**src/rtl/instr_mem_server_pkg.sv**
```systemverilog
// Shared types and constants for the instruction-memory server and its fetch-side users.
package instr_mem_server_pkg;

    localparam int unsigned ADDR_W  = 8;
    localparam int unsigned DATA_W  = 16;
    localparam int unsigned DEPTH   = 2 ** ADDR_W;
    localparam int unsigned COUNT_W = ADDR_W + 1;

    // A count byte of zero requests a full-memory load.
    localparam logic [COUNT_W-1:0] ZERO_COUNT_WORDS = COUNT_W'(DEPTH);

    typedef enum logic [2:0] {
        StIdle,
        StLoadCnt,
        StLoadHi,
        StLoadLo,
        StWrite,
        StDone
    } state_e;

    function automatic logic [COUNT_W-1:0] count_from_byte(input logic [7:0] b);
        return (b == 8'd0) ? ZERO_COUNT_WORDS : {1'b0, b};
    endfunction

endpackage

```
**src/rtl/instr_mem_server_if.sv**
```systemverilog
// Fetch and program-load signals between the instruction-memory server and its clients.
interface instr_mem_server_if;
    import instr_mem_server_pkg::*;

    logic              fetch_req;
    logic [ADDR_W-1:0] fetch_addr;
    logic              fetch_valid;
    logic [DATA_W-1:0] fetch_data;
    logic              busy;
    logic              load_start;
    logic              rx_valid;
    logic [7:0]        rx_data;
    logic              rx_ready;
    logic              load_done;

    modport slave (
        input  fetch_req, fetch_addr, load_start, rx_valid, rx_data,
        output fetch_valid, fetch_data, busy, rx_ready, load_done
    );

    modport master (
        output fetch_req, fetch_addr, load_start, rx_valid, rx_data,
        input  fetch_valid, fetch_data, busy, rx_ready, load_done
    );

endinterface

```
**src/rtl/instr_mem_server_ram.sv**
```systemverilog
// Single-clock instruction RAM: synchronous write, registered read with one-cycle latency.
module instr_ram
    import instr_mem_server_pkg::*;
#(
    parameter int unsigned Depth = DEPTH,
    parameter int unsigned AddrW = ADDR_W,
    parameter int unsigned DataW = DATA_W
) (
    input  logic             clk,
    input  logic             we_i,
    input  logic [AddrW-1:0] waddr_i,
    input  logic [DataW-1:0] wdata_i,
    input  logic             re_i,
    input  logic [AddrW-1:0] raddr_i,
    output logic [DataW-1:0] rdata_o
);

    logic [DataW-1:0] mem_q [Depth];

    always_ff @(posedge clk) begin
        if (we_i) begin
            mem_q[waddr_i] <= wdata_i;
        end
        if (re_i) begin
            rdata_o <= mem_q[raddr_i];
        end
    end

endmodule

```
**src/rtl/instr_mem_server.sv**
```systemverilog
// Instruction-memory responder: one-cycle fetch reads plus a byte-stream program loader.
module instr_mem_server
    import instr_mem_server_pkg::*;
(
    input  logic              clk,
    input  logic              reset,
    instr_mem_server_if.slave bus
);

    state_e             state_q, state_d;
    logic [ADDR_W-1:0]  wr_ptr_q, wr_ptr_d;
    logic [COUNT_W-1:0] rem_q, rem_d;
    logic [7:0]         hi_q, hi_d;
    logic [7:0]         lo_q, lo_d;
    logic               fetch_valid_q;
    logic [DATA_W-1:0]  hold_q;
    logic               fetch_accept;
    logic               ram_we;
    logic               rx_fire;
    logic [DATA_W-1:0]  ram_rdata;

    assign bus.rx_ready  = (state_q == StLoadCnt) || (state_q == StLoadHi) ||
                           (state_q == StLoadLo);
    assign bus.busy      = (state_q != StIdle);
    assign bus.load_done = (state_q == StDone);
    assign rx_fire       = bus.rx_valid && bus.rx_ready;

    always_comb begin
        state_d      = state_q;
        wr_ptr_d     = wr_ptr_q;
        rem_d        = rem_q;
        hi_d         = hi_q;
        lo_d         = lo_q;
        ram_we       = 1'b0;
        fetch_accept = 1'b0;
        unique case (state_q)
            StIdle: begin
                // A load request wins; the simultaneous fetch is dropped and retried later.
                if (bus.load_start) begin
                    state_d  = StLoadCnt;
                    wr_ptr_d = '0;
                end else if (bus.fetch_req) begin
                    fetch_accept = 1'b1;
                end
            end
            StLoadCnt: begin
                if (rx_fire) begin
                    rem_d   = count_from_byte(bus.rx_data);
                    state_d = StLoadHi;
                end
            end
            StLoadHi: begin
                if (rx_fire) begin
                    hi_d    = bus.rx_data;
                    state_d = StLoadLo;
                end
            end
            StLoadLo: begin
                if (rx_fire) begin
                    lo_d    = bus.rx_data;
                    state_d = StWrite;
                end
            end
            StWrite: begin
                ram_we   = 1'b1;
                wr_ptr_d = wr_ptr_q + 1'b1;
                rem_d    = rem_q - 1'b1;
                state_d  = (rem_q == COUNT_W'(1)) ? StDone : StLoadHi;
            end
            StDone: begin
                state_d = StIdle;
            end
            default: begin
                state_d = StIdle;
            end
        endcase
    end

    always_ff @(posedge clk) begin
        if (!reset) begin
            state_q       <= StIdle;
            wr_ptr_q      <= '0;
            rem_q         <= '0;
            hi_q          <= '0;
            lo_q          <= '0;
            fetch_valid_q <= 1'b0;
            hold_q        <= '0;
        end else begin
            state_q       <= state_d;
            wr_ptr_q      <= wr_ptr_d;
            rem_q         <= rem_d;
            hi_q          <= hi_d;
            lo_q          <= lo_d;
            fetch_valid_q <= fetch_accept;
            if (fetch_valid_q) begin
                hold_q <= ram_rdata;
            end
        end
    end

    // RAM output register is not reset, so fetch_data is muxed with a resettable hold copy.
    assign bus.fetch_valid = fetch_valid_q;
    assign bus.fetch_data  = fetch_valid_q ? ram_rdata : hold_q;

    instr_ram #(
        .Depth (DEPTH),
        .AddrW (ADDR_W),
        .DataW (DATA_W)
    ) u_ram (
        .clk     (clk),
        .we_i    (ram_we),
        .waddr_i (wr_ptr_q),
        .wdata_i ({hi_q, lo_q}),
        .re_i    (fetch_accept),
        .raddr_i (bus.fetch_addr),
        .rdata_o (ram_rdata)
    );

endmodule
```
**src/flat_wrapper.sv**
```systemverilog
// flat-port wrapper written by rule: the top's interface ports become plain ports
module instr_mem_server_flat import instr_mem_server_pkg::*;
  (clk, reset, bus_fetch_req, bus_fetch_addr, bus_load_start, bus_rx_valid, bus_rx_data, bus_fetch_valid, bus_fetch_data, bus_busy, bus_rx_ready, bus_load_done);
  instr_mem_server_if bus_i ();
  input  logic clk;
  input  logic reset;
  input wire logic [$bits(bus_i.fetch_req)-1:0] bus_fetch_req;
  input wire logic [$bits(bus_i.fetch_addr)-1:0] bus_fetch_addr;
  input wire logic [$bits(bus_i.load_start)-1:0] bus_load_start;
  input wire logic [$bits(bus_i.rx_valid)-1:0] bus_rx_valid;
  input wire logic [$bits(bus_i.rx_data)-1:0] bus_rx_data;
  output wire logic [$bits(bus_i.fetch_valid)-1:0] bus_fetch_valid;
  output wire logic [$bits(bus_i.fetch_data)-1:0] bus_fetch_data;
  output wire logic [$bits(bus_i.busy)-1:0] bus_busy;
  output wire logic [$bits(bus_i.rx_ready)-1:0] bus_rx_ready;
  output wire logic [$bits(bus_i.load_done)-1:0] bus_load_done;
  assign bus_i.fetch_req = bus_fetch_req;
  assign bus_i.fetch_addr = bus_fetch_addr;
  assign bus_i.load_start = bus_load_start;
  assign bus_i.rx_valid = bus_rx_valid;
  assign bus_i.rx_data = bus_rx_data;
  assign bus_fetch_valid = bus_i.fetch_valid;
  assign bus_fetch_data = bus_i.fetch_data;
  assign bus_busy = bus_i.busy;
  assign bus_rx_ready = bus_i.rx_ready;
  assign bus_load_done = bus_i.load_done;
  instr_mem_server u_core (.clk(clk), .reset(reset), .bus(bus_i));
endmodule
```
**config.mk**
```make
export PLATFORM = sky130hd
export DESIGN_NAME = instr_mem_server_flat
export DESIGN_NICKNAME = d
export VERILOG_FILES = /design/src/rtl/instr_mem_server_pkg.sv /design/src/rtl/instr_mem_server_if.sv /design/src/rtl/instr_mem_server_ram.sv /design/src/rtl/instr_mem_server.sv /design/src/flat_wrapper.sv
export SDC_FILE = /design/constraint.sdc
export NUM_CORES = 2
export LEC_CHECK = 0
export ABC_AREA = 1
export ABC_CLOCK_PERIOD_IN_PS = 13350
export CORE_MARGIN = 4
export CORE_UTILIZATION = 40
export CTS_CLUSTER_SIZE = 30
export DETAILED_ROUTE_END_ITERATION = 8
export REMOVE_ABC_BUFFERS = 1
export SLEW_MARGIN = 20
export SYNTH_ARGS = -nofsm -noshare
export SYNTH_HDL_FRONTEND = slang
export SYNTH_SLANG_ARGS = --single-unit
```
**constraint.sdc**
```tcl
create_clock -name clk -period 13.35 [get_ports clk]
set_input_delay 2.67 -clock clk [delete_from_list [all_inputs] [get_ports clk]]
set_output_delay 2.67 -clock clk [all_outputs]
set_load 0.005 [all_outputs]
```
Yosys cells after proc, flatten, opt, wreduce, memory -nomap -nowiden --
Memories as Yosys holds them, arrays and structs flattened. A register that Yosys moved wholly into a read port is not among the register bits. Cells that the tools add are included.
Word-level totals: word-level logic and storage cells 51, output and inout bits 20, ROM bits 0, flip-flop bits (word level) 53, input bits 21, memories 1, latch bits 0, memory bits (writable) 4096
Cells by class: bitwise logic cells 0, eq/ne operators 10, $mul 0, multiplexer cells 18, $lt $le $gt $ge 0, div/mod/pow operators 0, $add $sub $neg 2, shift operators 0, reductions and logical operators 13
Memories:
- u_core.u_ram.mem_q | words 256, bits a word 16, read ports 1, clocked after memory_dff 1, write ports 1, line instr_mem_server_ram.sv:18 | logic [DataW-1:0] mem_q [Depth];
Operators with widths (count):
- $mux 9 | 2
- $pmux 9 s2 | 1
- $mux 16 | 1
- $pmux 8 s2 | 1
- $mux 3 | 5
- $pmux 3 s5 | 1
- $eq 9x1->1 const B | 1
- $sub 9x1->9 const B | 1
- $add 8x1->8 const B | 1
- $logic_not 8->1 | 1
- $mux 8 | 1
- $reduce_and 2->1 | 4
- $eq 3x2->1 const B | 2
- $eq 3x3->1 const B | 2
- $mux 1 | 6
- $ne 2x1->1 const B | 3
- $reduce_and 4->1 | 1
- $reduce_bool 2->1 | 2
- $eq 3x1->1 const B | 1
- $logic_not 3->1 | 1
- $reduce_bool 3->1 | 1
- $logic_or 1x1->1 | 2
- $ne 2x2->1 const B | 1
- $logic_and 1x1->1 | 1

Logic depth before layout (Yosys ltp) --
depth in word-level cells 6, depth in mapped cells 15, gate-level depth less buffers 11

Modules after synthesis --
A second synthesis with hierarchy kept.
Second synthesis, totals: cells, all modules 13986, area total of the unflattened synthesis 168356.5 sq um
By module, submodules not included:
- instr_ram | area each 165866.6 sq um, instances 1, cells an instance 13617, seq. area each 123478.4 sq um
- instr_mem_server | area each 2489.9 sq um, instances 1, cells an instance 369, seq. area each 1061.0 sq um

Worst setup path after synthesis --
No wires, ideal clock.
kind register -> register, start register u_core.lo_q[0], end memory u_core.u_ram.mem_q[0][0] in the netlist's numbering (data pin), path buffers 0, cell stages (with the launch flop) 1, library setup time 856 ps, data required time 12494 ps, clock period less this slack 4253 ps, arrival 3397 ps, slack 9097 ps, path through dfxtp_1
RTL lines:
- start, declared | line instr_mem_server.sv:14 | logic [7:0] lo_q, lo_d;
- start signal, assigned | line instr_mem_server.sv:93 | lo_q <= lo_d;
- end, declared | line instr_mem_server_ram.sv:18
No word-level cell before the write port.

==> summary.md <==
| Metric | Value |
|---|---|
| Status | `complete, no violations` |
| TritonCTS clock tree | `done` |
| Worst slew pin tran | `around 1.5 ns` |
| Post-Route WL | `~490000 um` |
| Pins Over Slew Limit | `0` |
| Worst path required time | `14.17 ns` |
| Crit path time final | `6.85 ns` |
| # setup viols final | `0` |
| Clock slew at reported path FFs | `~0.06 ns` |
| Via Count | `between 100k and 150k` |
| Placed cells | `18900` |
| WHS Endpoint | `u_core.hold_q[4]` |
| WL/cell | `approximately 25 um` |
| Area contributors post-synth | `edfxtp_1 (73%), nand3_1 (12%), nand2_1 (9.6%)` |
| Cell row count | `237` |
| R2R Setup Slk | `about 9.3 ns` |
| Initial cell density of the core | `about two fifths` |
| Die area | `around 430000 um2` |
| H-tree depth | `5` |
| Fin cells | `a little under 20000` |
| Vias in the first global route | `about 100k` |
| First-pass detailed-route iteration total | `6` |
| Commonest non-fill, non-tap cell in the layout | `nand2_1` |
| GRT Total Usage | `between 20% and 30%` |
| Clock sink total | `between 4000 and 5000` |
| Power per cell area | `between 150 and 200 nW/um2` |
| Async SR Flop Fraction | `0%` |
| Slowest CP cell | `buf_4` |
| Startpoint types | `input port` |
| Setup TNS | `0 ns` |
| Top Family by Delay on Critical Path | `buffers and inverters` |
| Max IR drop VDD | `between 100 and 150 uV` |
| Normalized max-slew margin | `1.90%` |
| Fmax | `approximately 150 MHz` |
| Crit-path cells | `buf_16 -> buf_4 -> buf_12 -> buf_4 -> nand2_1 -> nand3_1 -> nand3_1 -> nand3_1 -> nand3_1 -> nand3_1 -> nand3_1 -> nand2_1 -> nand2_1 -> nand2_1` |
| #FFs+latches synth | `around 4200` |
| Root Buffer Master | `clkbuf_16` |
| Min-Delay Path Depth | `2` |
| Core Area | `roughly 420000 um2` |
| Setup bufs post-CTS | `0` |
| Arrival @ worst endpoint | `7.67 ns` |
| Global-route wire length before repair | `714000 um` |
| Critical Path Source | `bus_fetch_addr[0]` |
| RSZ-0062 raised after global routing | `false` |
| R2r startpoint | `u_core.state_q[1]` |
| Synth warn | `0` |
| Setup Skew | `between 0.04 and 0.05 ns` |
| Mapped Cells | `13900` |
| Initial antenna violation count | `12` |
| Critical path class | `in2reg` |
| Primary FF master, synth | `edfxtp_1` |
| Worst r2r dst | `u_core.u_ram.mem_q[239][3]` |
| Post-route cell area | `around 190000 um2` |
| Buffers & Inverters on Critical Path | `4` |
| Die X | `656 um` |
| DRC | `0` |
| Layout net count | `roughly 14000` |
| Clock Latency Late Sink | `0.96 ns` |
| Highest-count cells in the layout ignoring fill and taps | `nand2_1 (4287), edfxtp_1 (4112), nand3_1 (4047)` |
| Cts repair resizes | `0` |
| Tot Pwr | `0.0282 W` |
| Tcrit/Tclk final | `51.3%` |
| Post-DP Area | `~170000 um2` |
| Post-Syn Area | `approximately 170000 um2` |
| DRT iter0 DRCs | `about 13000` |
| Total leakage power | `between 60 and 70 nW` |
| Hold_buf cts | `0` |
| Hold WS | `roughly 0.47 ns` |
| Die Y | `656 um` |
| RePlAce Congestion | `0.850` |
| Most used cell, CP | `nand3_1` |
| Critical Path Fanout Max | `approximately 200` |
| Min-delay src | `u_core.hold_q[4]` |
| Routed Antenna Nets | `0` |
| Final HPWL DP | `264000 um` |
| Vias per cell | `5.57` |
| Register-to-Register Path Depth | `9` |
| I/O pin cnt | `a little over 40` |
| Avg Inst Size Synth | `~12 um2` |
| Endpoint type of the worst setup path | `flip-flop` |
| Input/output buffers | `40` |
| Largest net degree at the start of global routing | `~200` |
| Yosys cell types | `34` |
| Fraction of layout cells with a size suffix above 1 | `approximately 7.3%` |
| Area share of the largest cell type after synthesis | `between 70% and 80%` |
| Slowest cell delay on critical path | `a little over 0.9 ns` |
| Leading area contributor after synthesis | `edfxtp_1` |
| Worst hold path class | `reg2reg` |
| CTS max path bufs | `4` |
| Max Cap Viol | `0` |
| CTS Buf Count | `around 420` |
| Post-synthesis sequential area ratio | `between 70% and 80%` |
| Post-synth EDFFs | `4112` |
| Remaining global-route overflow | `0` |
| Final hold viol count | `0` |
| P&R area growth vs syn | `11.4%` |
[logic make-up after synthesis]
family	count (synthesis)	synth area share, %
simple gates	8681	22.4
fa+ha+maj	6	0.0447
compound gates	74	0.252
flops	4165	74.1
xor+xnor	1	0.00521
buf+inv	1021	3.17
[worst reg2reg max path: cells and delay by family (launching register included)]
family / cells / cell delay (ns)
buffers and inverters: 5 / 1.83
flip-flops: 1 / 0.34
AND/OR/NAND/NOR: 4 / 1.44
[layer usage]
layer	vias to the layer above	wire length [um]	GRT usage [%]	share of wire [%]
li1	49500	-	-	-
met1	54600	206000	31.4	42
met2	4926	228000	34.5	46
met3	774	42400	3.49	8.6
met4	10	16200	7.10	3.3
met5	-	69	0	0.014
[power by group]
group	internal (W)	total, W	switching [W]	leakage [nW]
registers	0.0146	0.0147	0.000122	35.9
logic	0.000407	0.00188	0.00147	22.4
clock network	0.00658	0.0116	0.00497	6.53
total	0.0216	0.0282	0.00657	64.8
[flip-flops by register name, indices dropped and copies added (netlist names)]
register                cells
u_core.state_q              3
u_core.rem_q                9
u_core.hi_q                 8
u_core.wr_ptr_q             8
u_core.lo_q                 8
u_core.u_ram.mem_q       4096
u_core.hold_q              16
u_core.u_ram.rdata_o       16
u_core.bus.fetch_valid      1
[layout make-up]
class / count / area, um2
tap: 5497 / 6880
sequential: 4165 / 125000
antenna: 10 / 25.0
timing repair buffer: 435 / 3650
fill: 37500 / 230000
clock inverter: 232 / 1990
clock buffer: 543 / 11300
inverter: 74 / 330
multi-input combinational: 8762 / 38300
[how the worst max path moves through the flow]
stage	slack, ns	to	cells after the start
after floorplan	0.28	u_core.u_ram.rdata_o[2]	11
after global placement	5.68	u_core.u_ram.rdata_o[15]	14
after detailed placement	5.72	u_core.u_ram.rdata_o[15]	14
after CTS	6.76	u_core.u_ram.rdata_o[15]	14
after global routing	6.32	u_core.u_ram.rdata_o[1]	14
final	6.50	u_core.u_ram.rdata_o[15]	14
[through the flow]
step	worst slack, ns	util (%)
detailed placement	5.72	41.6
finish	6.50	44.8
CTS	6.76	44.8
floorplan	0.279	-
global route	6.32	44.8
global placement	5.68	41.6
[synthesized netlist by cell type, types with 3 or more instances]
master,count
nor2_1,321
nand3_1,4047
a221oi_1,3
a211oi_1,4
buf_2,493
ha_1,6
nor3_1,5
buf_6,41
nand2_1,4302
dfxtp_1,53
inv_1,69
a31oi_1,4
buf_1,96
o21ai_0,18
buf_4,135
edfxtp_1,4112
clkbuf_1,178
o211ai_1,4
a21oi_1,36
No activity file was read; power rests on OpenSTA's default activity.
